File: src/rtl/orv32_decode_pipe.sv
// RV32 decode stage: one registered slot with a valid/ready handshake on both sides.
// FENCE (and SYSTEM, when SERIAL_SYS is set) blocks further input until the back end reports drain complete.
module orv32_decode_pipe #(
    parameter int XLEN       = 32,
    parameter int EN_M       = 1,
    parameter int EN_A       = 1,
    parameter int EN_F       = 0,
    parameter int EN_CSR     = 1,
    parameter int SERIAL_SYS = 1
) (
    input  logic            clk,
    input  logic            rst_n,
    input  logic            flush_i,
    input  logic            in_valid_i,
    output logic            in_ready_o,
    input  logic [31:0]     in_inst_i,
    input  logic [XLEN-1:0] in_pc_i,
    output logic            out_valid_o,
    input  logic            out_ready_i,
    output logic [XLEN-1:0] out_pc_o,
    output logic [4:0]      out_opcode_o,
    output logic [2:0]      out_funct3_o,
    output logic [4:0]      out_rd_o,
    output logic [4:0]      out_rs1_o,
    output logic [4:0]      out_rs2_o,
    output logic [31:0]     out_imm_o,
    output logic [3:0]      out_cls_o,
    output logic            out_illegal_o,
    input  logic            serial_done_i
);
    localparam logic [4:0] OPC_LOAD     = 5'b00000;
    localparam logic [4:0] OPC_LOAD_FP  = 5'b00001;
    localparam logic [4:0] OPC_MISC_MEM = 5'b00011;
    localparam logic [4:0] OPC_OP_IMM   = 5'b00100;
    localparam logic [4:0] OPC_AUIPC    = 5'b00101;
    localparam logic [4:0] OPC_STORE    = 5'b01000;
    localparam logic [4:0] OPC_STORE_FP = 5'b01001;
    localparam logic [4:0] OPC_AMO      = 5'b01011;
    localparam logic [4:0] OPC_OP       = 5'b01100;
    localparam logic [4:0] OPC_LUI      = 5'b01101;
    localparam logic [4:0] OPC_FMADD    = 5'b10000;
    localparam logic [4:0] OPC_FMSUB    = 5'b10001;
    localparam logic [4:0] OPC_FNMSUB   = 5'b10010;
    localparam logic [4:0] OPC_FNMADD   = 5'b10011;
    localparam logic [4:0] OPC_OP_FP    = 5'b10100;
    localparam logic [4:0] OPC_BRANCH   = 5'b11000;
    localparam logic [4:0] OPC_JALR     = 5'b11001;
    localparam logic [4:0] OPC_JAL      = 5'b11011;
    localparam logic [4:0] OPC_SYSTEM   = 5'b11100;

    localparam logic [3:0] CLS_ALU    = 4'd0;
    localparam logic [3:0] CLS_BRANCH = 4'd1;
    localparam logic [3:0] CLS_JUMP   = 4'd2;
    localparam logic [3:0] CLS_LOAD   = 4'd3;
    localparam logic [3:0] CLS_STORE  = 4'd4;
    localparam logic [3:0] CLS_MULDIV = 4'd5;
    localparam logic [3:0] CLS_AMO    = 4'd6;
    localparam logic [3:0] CLS_FENCE  = 4'd7;
    localparam logic [3:0] CLS_SYSTEM = 4'd8;
    localparam logic [3:0] CLS_FP     = 4'd9;
    localparam logic [3:0] CLS_ILL    = 4'd15;

    typedef enum logic {ST_RUN, ST_HOLD} state_t;

    logic [4:0]  opc;
    logic [2:0]  f3;
    logic [6:0]  f7;
    logic [4:0]  f5;
    logic [31:0] imm_i, imm_s, imm_b, imm_u, imm_j, imm_z;
    logic        amo_f5_ok;
    logic        dec_ok;
    logic [3:0]  dec_cls;
    logic [31:0] dec_imm;
    logic        serialise;
    logic        accept;

    state_t      state_reg, state_next;
    logic        done_reg, done_next;
    logic        out_valid_reg;

    assign opc = in_inst_i[6:2];
    assign f3  = in_inst_i[14:12];
    assign f7  = in_inst_i[31:25];
    assign f5  = in_inst_i[31:27];

    assign imm_i = {{20{in_inst_i[31]}}, in_inst_i[31:20]};
    assign imm_s = {{20{in_inst_i[31]}}, in_inst_i[31:25], in_inst_i[11:7]};
    assign imm_b = {{19{in_inst_i[31]}}, in_inst_i[31], in_inst_i[7], in_inst_i[30:25], in_inst_i[11:8], 1'b0};
    assign imm_u = {in_inst_i[31:12], 12'h000};
    assign imm_j = {{11{in_inst_i[31]}}, in_inst_i[31], in_inst_i[19:12], in_inst_i[20], in_inst_i[30:21], 1'b0};
    assign imm_z = {27'd0, in_inst_i[19:15]};

    always_comb begin
        case (f5)
            5'b00010, 5'b00011, 5'b00001, 5'b00000, 5'b00100, 5'b01100,
            5'b01000, 5'b10000, 5'b10100, 5'b11000, 5'b11100: amo_f5_ok = 1'b1;
            default:                                          amo_f5_ok = 1'b0;
        endcase
    end

    always_comb begin
        dec_ok  = 1'b0;
        dec_cls = CLS_ALU;
        dec_imm = '0;
        if (in_inst_i[1:0] == 2'b11) begin
            case (opc)
                OPC_LOAD: begin
                    dec_ok  = !(f3 == 3'b011 || f3 == 3'b110 || f3 == 3'b111);
                    dec_cls = CLS_LOAD;
                    dec_imm = imm_i;
                end
                OPC_STORE: begin
                    dec_ok  = (f3 <= 3'b010);
                    dec_cls = CLS_STORE;
                    dec_imm = imm_s;
                end
                OPC_BRANCH: begin
                    dec_ok  = (f3 != 3'b010) && (f3 != 3'b011);
                    dec_cls = CLS_BRANCH;
                    dec_imm = imm_b;
                end
                OPC_JALR: begin
                    dec_ok  = (f3 == 3'b000);
                    dec_cls = CLS_JUMP;
                    dec_imm = imm_i;
                end
                OPC_JAL: begin
                    dec_ok  = 1'b1;
                    dec_cls = CLS_JUMP;
                    dec_imm = imm_j;
                end
                OPC_LUI, OPC_AUIPC: begin
                    dec_ok  = 1'b1;
                    dec_imm = imm_u;
                end
                OPC_OP_IMM: begin
                    // Shift-immediates reuse the upper immediate bits as funct7
                    if (f3 == 3'b001)
                        dec_ok = (f7 == 7'b0000000);
                    else if (f3 == 3'b101)
                        dec_ok = (f7 == 7'b0000000) || (f7 == 7'b0100000);
                    else
                        dec_ok = 1'b1;
                    dec_imm = imm_i;
                end
                OPC_OP: begin
                    if (f7 == 7'b0000000) begin
                        dec_ok = 1'b1;
                    end else if (f7 == 7'b0100000) begin
                        dec_ok = (f3 == 3'b000) || (f3 == 3'b101);
                    end else if (f7 == 7'b0000001) begin
                        dec_ok  = (EN_M != 0);
                        dec_cls = CLS_MULDIV;
                    end
                end
                OPC_AMO: begin
                    dec_ok  = (EN_A != 0) && (f3 == 3'b010) && amo_f5_ok &&
                              !(f5 == 5'b00010 && in_inst_i[24:20] != 5'd0);
                    dec_cls = CLS_AMO;
                end
                OPC_MISC_MEM: begin
                    dec_ok  = 1'b1;
                    dec_cls = CLS_FENCE;
                end
                OPC_SYSTEM: begin
                    dec_ok  = (EN_CSR != 0) ? (f3 != 3'b100) : (f3 == 3'b000);
                    dec_cls = CLS_SYSTEM;
                    if (f3[2])
                        dec_imm = imm_z;
                end
                OPC_LOAD_FP, OPC_STORE_FP, OPC_FMADD, OPC_FMSUB,
                OPC_FNMSUB, OPC_FNMADD, OPC_OP_FP: begin
                    dec_ok  = (EN_F != 0);
                    dec_cls = CLS_FP;
                end
                default: dec_ok = 1'b0;
            endcase
        end
        if (!dec_ok) begin
            dec_cls = CLS_ILL;
            dec_imm = '0;
        end
    end

    assign serialise  = dec_ok && ((dec_cls == CLS_FENCE) ||
                                   ((SERIAL_SYS != 0) && (dec_cls == CLS_SYSTEM)));
    assign in_ready_o = (state_reg == ST_RUN) && !flush_i && (!out_valid_reg || out_ready_i);
    assign accept     = in_valid_i && in_ready_o;

    always_comb begin
        state_next = state_reg;
        done_next  = done_reg;
        if (flush_i) begin
            state_next = ST_RUN;
            done_next  = 1'b0;
        end else begin
            case (state_reg)
                ST_RUN: begin
                    if (accept && serialise)
                        state_next = ST_HOLD;
                end
                ST_HOLD: begin
                    // Leave only once drained and the serialising instruction is gone from the slot
                    if ((done_reg || serial_done_i) && (!out_valid_reg || out_ready_i)) begin
                        state_next = ST_RUN;
                        done_next  = 1'b0;
                    end else if (serial_done_i) begin
                        done_next = 1'b1;
                    end
                end
                default: state_next = ST_RUN;
            endcase
        end
    end

    always_ff @(posedge clk or negedge rst_n) begin
        if (!rst_n) begin
            state_reg <= ST_RUN;
            done_reg  <= 1'b0;
        end else begin
            state_reg <= state_next;
            done_reg  <= done_next;
        end
    end

    always_ff @(posedge clk or negedge rst_n) begin
        if (!rst_n) begin
            out_valid_reg <= 1'b0;
            out_pc_o      <= '0;
            out_opcode_o  <= '0;
            out_funct3_o  <= '0;
            out_rd_o      <= '0;
            out_rs1_o     <= '0;
            out_rs2_o     <= '0;
            out_imm_o     <= '0;
            out_cls_o     <= '0;
            out_illegal_o <= 1'b0;
        end else if (flush_i) begin
            out_valid_reg <= 1'b0;
        end else if (accept) begin
            out_valid_reg <= 1'b1;
            out_pc_o      <= in_pc_i;
            out_opcode_o  <= opc;
            out_funct3_o  <= f3;
            out_rd_o      <= in_inst_i[11:7];
            out_rs1_o     <= in_inst_i[19:15];
            out_rs2_o     <= in_inst_i[24:20];
            out_imm_o     <= dec_imm;
            out_cls_o     <= dec_cls;
            out_illegal_o <= !dec_ok;
        end else if (out_ready_i) begin
            out_valid_reg <= 1'b0;
        end
    end

    assign out_valid_o = out_valid_reg;
endmodule

File: config.mk
export PLATFORM = sky130hd
export DESIGN_NAME = orv32_decode_pipe
export DESIGN_NICKNAME = d
export VERILOG_FILES = /design/src/rtl/orv32_decode_pipe.sv
export SDC_FILE = /design/constraint.sdc
export NUM_CORES = 1
export LEC_CHECK = 0
export ABC_CLOCK_PERIOD_IN_PS = 2670
export CAP_MARGIN = 5
export CORE_UTILIZATION = 41
export CTS_BUF_LIST = sky130_fd_sc_hd__clkbuf_8
export CTS_CLUSTER_DIAMETER = 30
export DETAILED_ROUTE_END_ITERATION = 8
export PLACE_DENSITY = 0.75
export SLEW_MARGIN = 10
export SYNTH_ARGS = -nofsm -noshare
export SYNTH_HDL_FRONTEND = slang
export SYNTH_SLANG_ARGS = --single-unit
File: constraint.sdc
create_clock -name clk -period 2.67 [get_ports clk]
set_input_delay 0.4005 -clock clk [delete_from_list [all_inputs] [get_ports clk]]
set_output_delay 0.4005 -clock clk [all_outputs]
set_load 0.01 [all_outputs]
==> flow_summary.json <==
{
  "status": "finished clean",
  "synthCells": 525,
  "drtIter0Drc": 350,
  "leakage_nw": 2.94,
  "syn-num-nets": 595,
  "grt_max_degree": 108,
  "wirelength_mm": 14.6,
  "reg2regPathDepth": 7,
  "cts_num_sinks": 95,
  "tns_ns": 0,
  "vias": 4637,
  "postCtsHoldBufs": 0,
  "grt_pass1_wl_mm": 23.2,
  "ys_warn_count": 0,
  "r2r_setup_slack_ns": 0.74,
  "clk_latency_ns": 0.36,
  "power.switching_uw": 993,
  "clk_path_buf_depth": 2,
  "grt_pass1_vias": 4434,
  "vias_per_cell": 5.49,
  "drive_gt1_frac": 0.0952,
  "worstReg2RegStart": "out_valid_o$_DFFE_PN0P_",
  "timing.fmax_mhz": 428,
  "track_usage": 0.257,
  "hpwl_mm": 10.9,
  "hold_ws_ns": 0.0263,
  "switching_share": 0.286,
  "avgSynthCellArea_um2": 8.79,
  "cp.arrival_ns": 2.60,
  "hold_path.class": "in2async",
  "setup_ws_ns": 0.335,
  "cts-resized-gates": 0,
  "path_buf_inv": 3,
  "finalHoldViolCount": 0,
  "top_layer_used": "met4",
  "antenna_cells": 0,
  "cp.required_ns": 2.93,
  "drv_slew": 0,
  "ys_seq_area_frac": 0.515,
  "routedWlPerCell_um": 17.3,
  "crit_path_top_delay_cell": "nor2b_1",
  "rows": 38,
  "period_minus_slack_ns": 2.33,
  "antenna_found_initial": 0,
  "synthTopCellsByArea": "dfrtp_1, nand2_1, a21oi_1",
  "routed-wl-met3_mm": 1.03,
  "startpoint_type": "input port",
  "fp.dieH_um": 108,
  "place_ws_ns": 0.00477,
  "synthFlopType": "dfrtp_1",
  "synth-async-reset-ratio": 1.00,
  "power_density_mw_per_mm2": 510,
  "port_buffers": 163,
  "final_antenna_net_count": 0,
  "met2_length_mm": 6.66,
  "yosys_register_bits": 95,
  "syn2layout_area_growth_pct": 47.5,
  "clock_power_share": 0.277,
  "placed_cell_area_mm2": 0.00661,
  "seqPwrFrac": 0.472,
  "die_area_mm2": 0.0117,
  "skew_ns": 0.00672,
  "path_max_fanout": 11,
  "max_stage_delay_ns": 0.65,
  "postCtsSetupRepairBufs": 0,
  "combinationalPowerShare": 0.251,
  "drcViolationCount": 0,
  "met1Wirelength_mm": 6.62,
  "cts_buffers": 9,
  "crit_path_start": "in_inst_i[5]",
  "dr.pass1.iters": 6,
  "num-fill-cells": 930,
  "cap_violations": 0,
  "end_kind": "flip-flop",
  "ir_worst_vdd_v": 0.000344,
  "crit_chain": "clkdlybuf4s50_1, buf_4, buf_4, nand2b_1, a31oi_1, nor2b_1, a221oi_1, a211oi_1",
  "yosysUniqueCellTypes": 56,
  "start_util": 0.424,
  "post-route-util": 0.625,
  "cp_top_family": "buffers and inverters",
  "h-tree-depth": 3,
  "p_int_mw": 2.48,
  "io_pins": 164,
  "cpMostUsedCell": "buf_4",
  "synth_edf_count": 0,
  "place_congestion": 0.970,
  "crit_type": "in2reg",
  "period_share": 0.875,
  "yosysTopAreaCell": "dfrtp_1",
  "worst_pin_slew_ns": 0.809,
  "rsz0062_at_grt": "no",
  "core_mm2": 0.0109,
  "syn_area_mm2": 0.00462,
  "cts_tree": "done",
  "setup_violations": 0,
  "die_w_um": 108,
  "synth_top_area_frac": 0.515,
  "grt_overflow_total": 0,
  "reg_top3": "out_imm_o x32, out_pc_o x32",
  "cts-root-buf": "clkbuf_8",
  "fin_area_mm2": 0.00681,
  "clkTransAtPathRegs_ns": 0.09,
  "reg2reg_to": "out_imm_o[19]$_DFFE_PN0P_",
  "nNetsFinal": 769,
  "slew_headroom": 0.459
}
## stage by stage
| stage | power [mW] | instances |
|---|---|---|
| 2_1_floorplan | 1.99 | 525 |
| 3_3_place_gp | 2.53 | 828 |
| 3_5_place_dp | 2.55 | 828 |
| 4_1_cts | 3.51 | 844 |
| 5_1_grt | 3.65 | 844 |
| 6_report | 3.48 | 844 |
## cells in the mapped netlist, types with 2 or more instances
cell type	instances
nor2_1	17
dfrtp_1	95
nor4_1	2
nor4b_1	2
nor3_1	7
nand4_1	2
nand2_1	176
and2_1	2
clkbuf_1	27
inv_1	3
nand3_1	4
and4_1	2
a221oi_1	19
o22ai_1	3
a21oi_1	53
a32o_1	7
o211ai_1	2
nand2b_1	5
a211oi_1	23
a31oi_1	4
a32oi_1	6
nor2b_1	7
buf_1	3
a22o_1	4
o21ai_0	7
buf_6	2
and3_1	3
buf_2	10
## worst max path at each step
stage                                           end  slack (ns)  depth (start not counted)
after detailed placement  out_imm_o[20]$_DFFE_PN0P_       0.005                          7
after CTS                 out_imm_o[20]$_DFFE_PN0P_        0.38                          8
after floorplan           out_imm_o[10]$_DFFE_PN0P_        0.69                          9
after global placement    out_imm_o[21]$_DFFE_PN0P_        0.07                          8
after global routing      out_imm_o[25]$_DFFE_PN0P_        0.19                          7
final                     out_imm_o[20]$_DFFE_PN0P_        0.34                          8
## final cells by class
class                   count  area, um2  area share
flip-flops and latches     95       2380       0.349
multi-input cells         382       2030       0.299
repair buffers            207       2010       0.295
well taps                 140        175      0.0257
clock buffers              10        138      0.0202
clock inverters             6       61.3     0.00900
inverters                   4       15.0     0.00220
## logic make-up after synthesis
kind of cell / count (synthesis) / synth area share
flip-flops: 95 / 0.515
XOR/XNOR: 1 / 0.00190
buffers and inverters: 48 / 0.0461
AND/OR/NAND/NOR: 241 / 0.230
AO/OA/AOI/OAI: 140 / 0.207
## power by group through the flow
stage	Sequential, mW	Clock [mW]	Combinational (mW)
4_1_cts	1.64	0.985	0.881
6_report	1.64	0.962	0.874
2_1_floorplan	1.73	0	0.261
5_1_grt	1.65	1.04	0.949
3_5_place_dp	1.67	0	0.878
3_3_place_gp	1.66	0	0.865
## cells in the final DEF, fill, tap and decap left out, types with 2 or more instances in the layout
master | synthesis | layout
nor4_1 | 2 | 2
nand2_1 | 176 | 175
clkinvlp_4 | 0 | 2
a211oi_1 | 23 | 23
buf_12 | 0 | 4
inv_1 | 3 | 5
buf_4 | 1 | 41
and4_1 | 2 | 2
clkdlybuf4s50_1 | 0 | 162
nand3_1 | 4 | 4
dfrtp_1 | 95 | 95
o21ai_0 | 7 | 7
and2_1 | 2 | 2
nand4_1 | 2 | 2
nor4b_1 | 2 | 2
a22o_1 | 4 | 4
nor2_1 | 17 | 17
and3_1 | 3 | 2
nor3_1 | 7 | 7
clkbuf_8 | 0 | 10
a31oi_1 | 4 | 4
a32o_1 | 7 | 7
a21oi_1 | 53 | 53
a32oi_1 | 6 | 6
o22ai_1 | 3 | 3
o211ai_1 | 2 | 2
nand2b_1 | 5 | 5
a221oi_1 | 19 | 19
nor2b_1 | 7 | 7
## routing by layer
metal	vias up	track usage
met5	-	0
met4	0	0.0851
met3	23	0.0512
met2	194	0.390
met1	2217	0.367
li1	2203	-
Power figures use the tool's default switching activity.
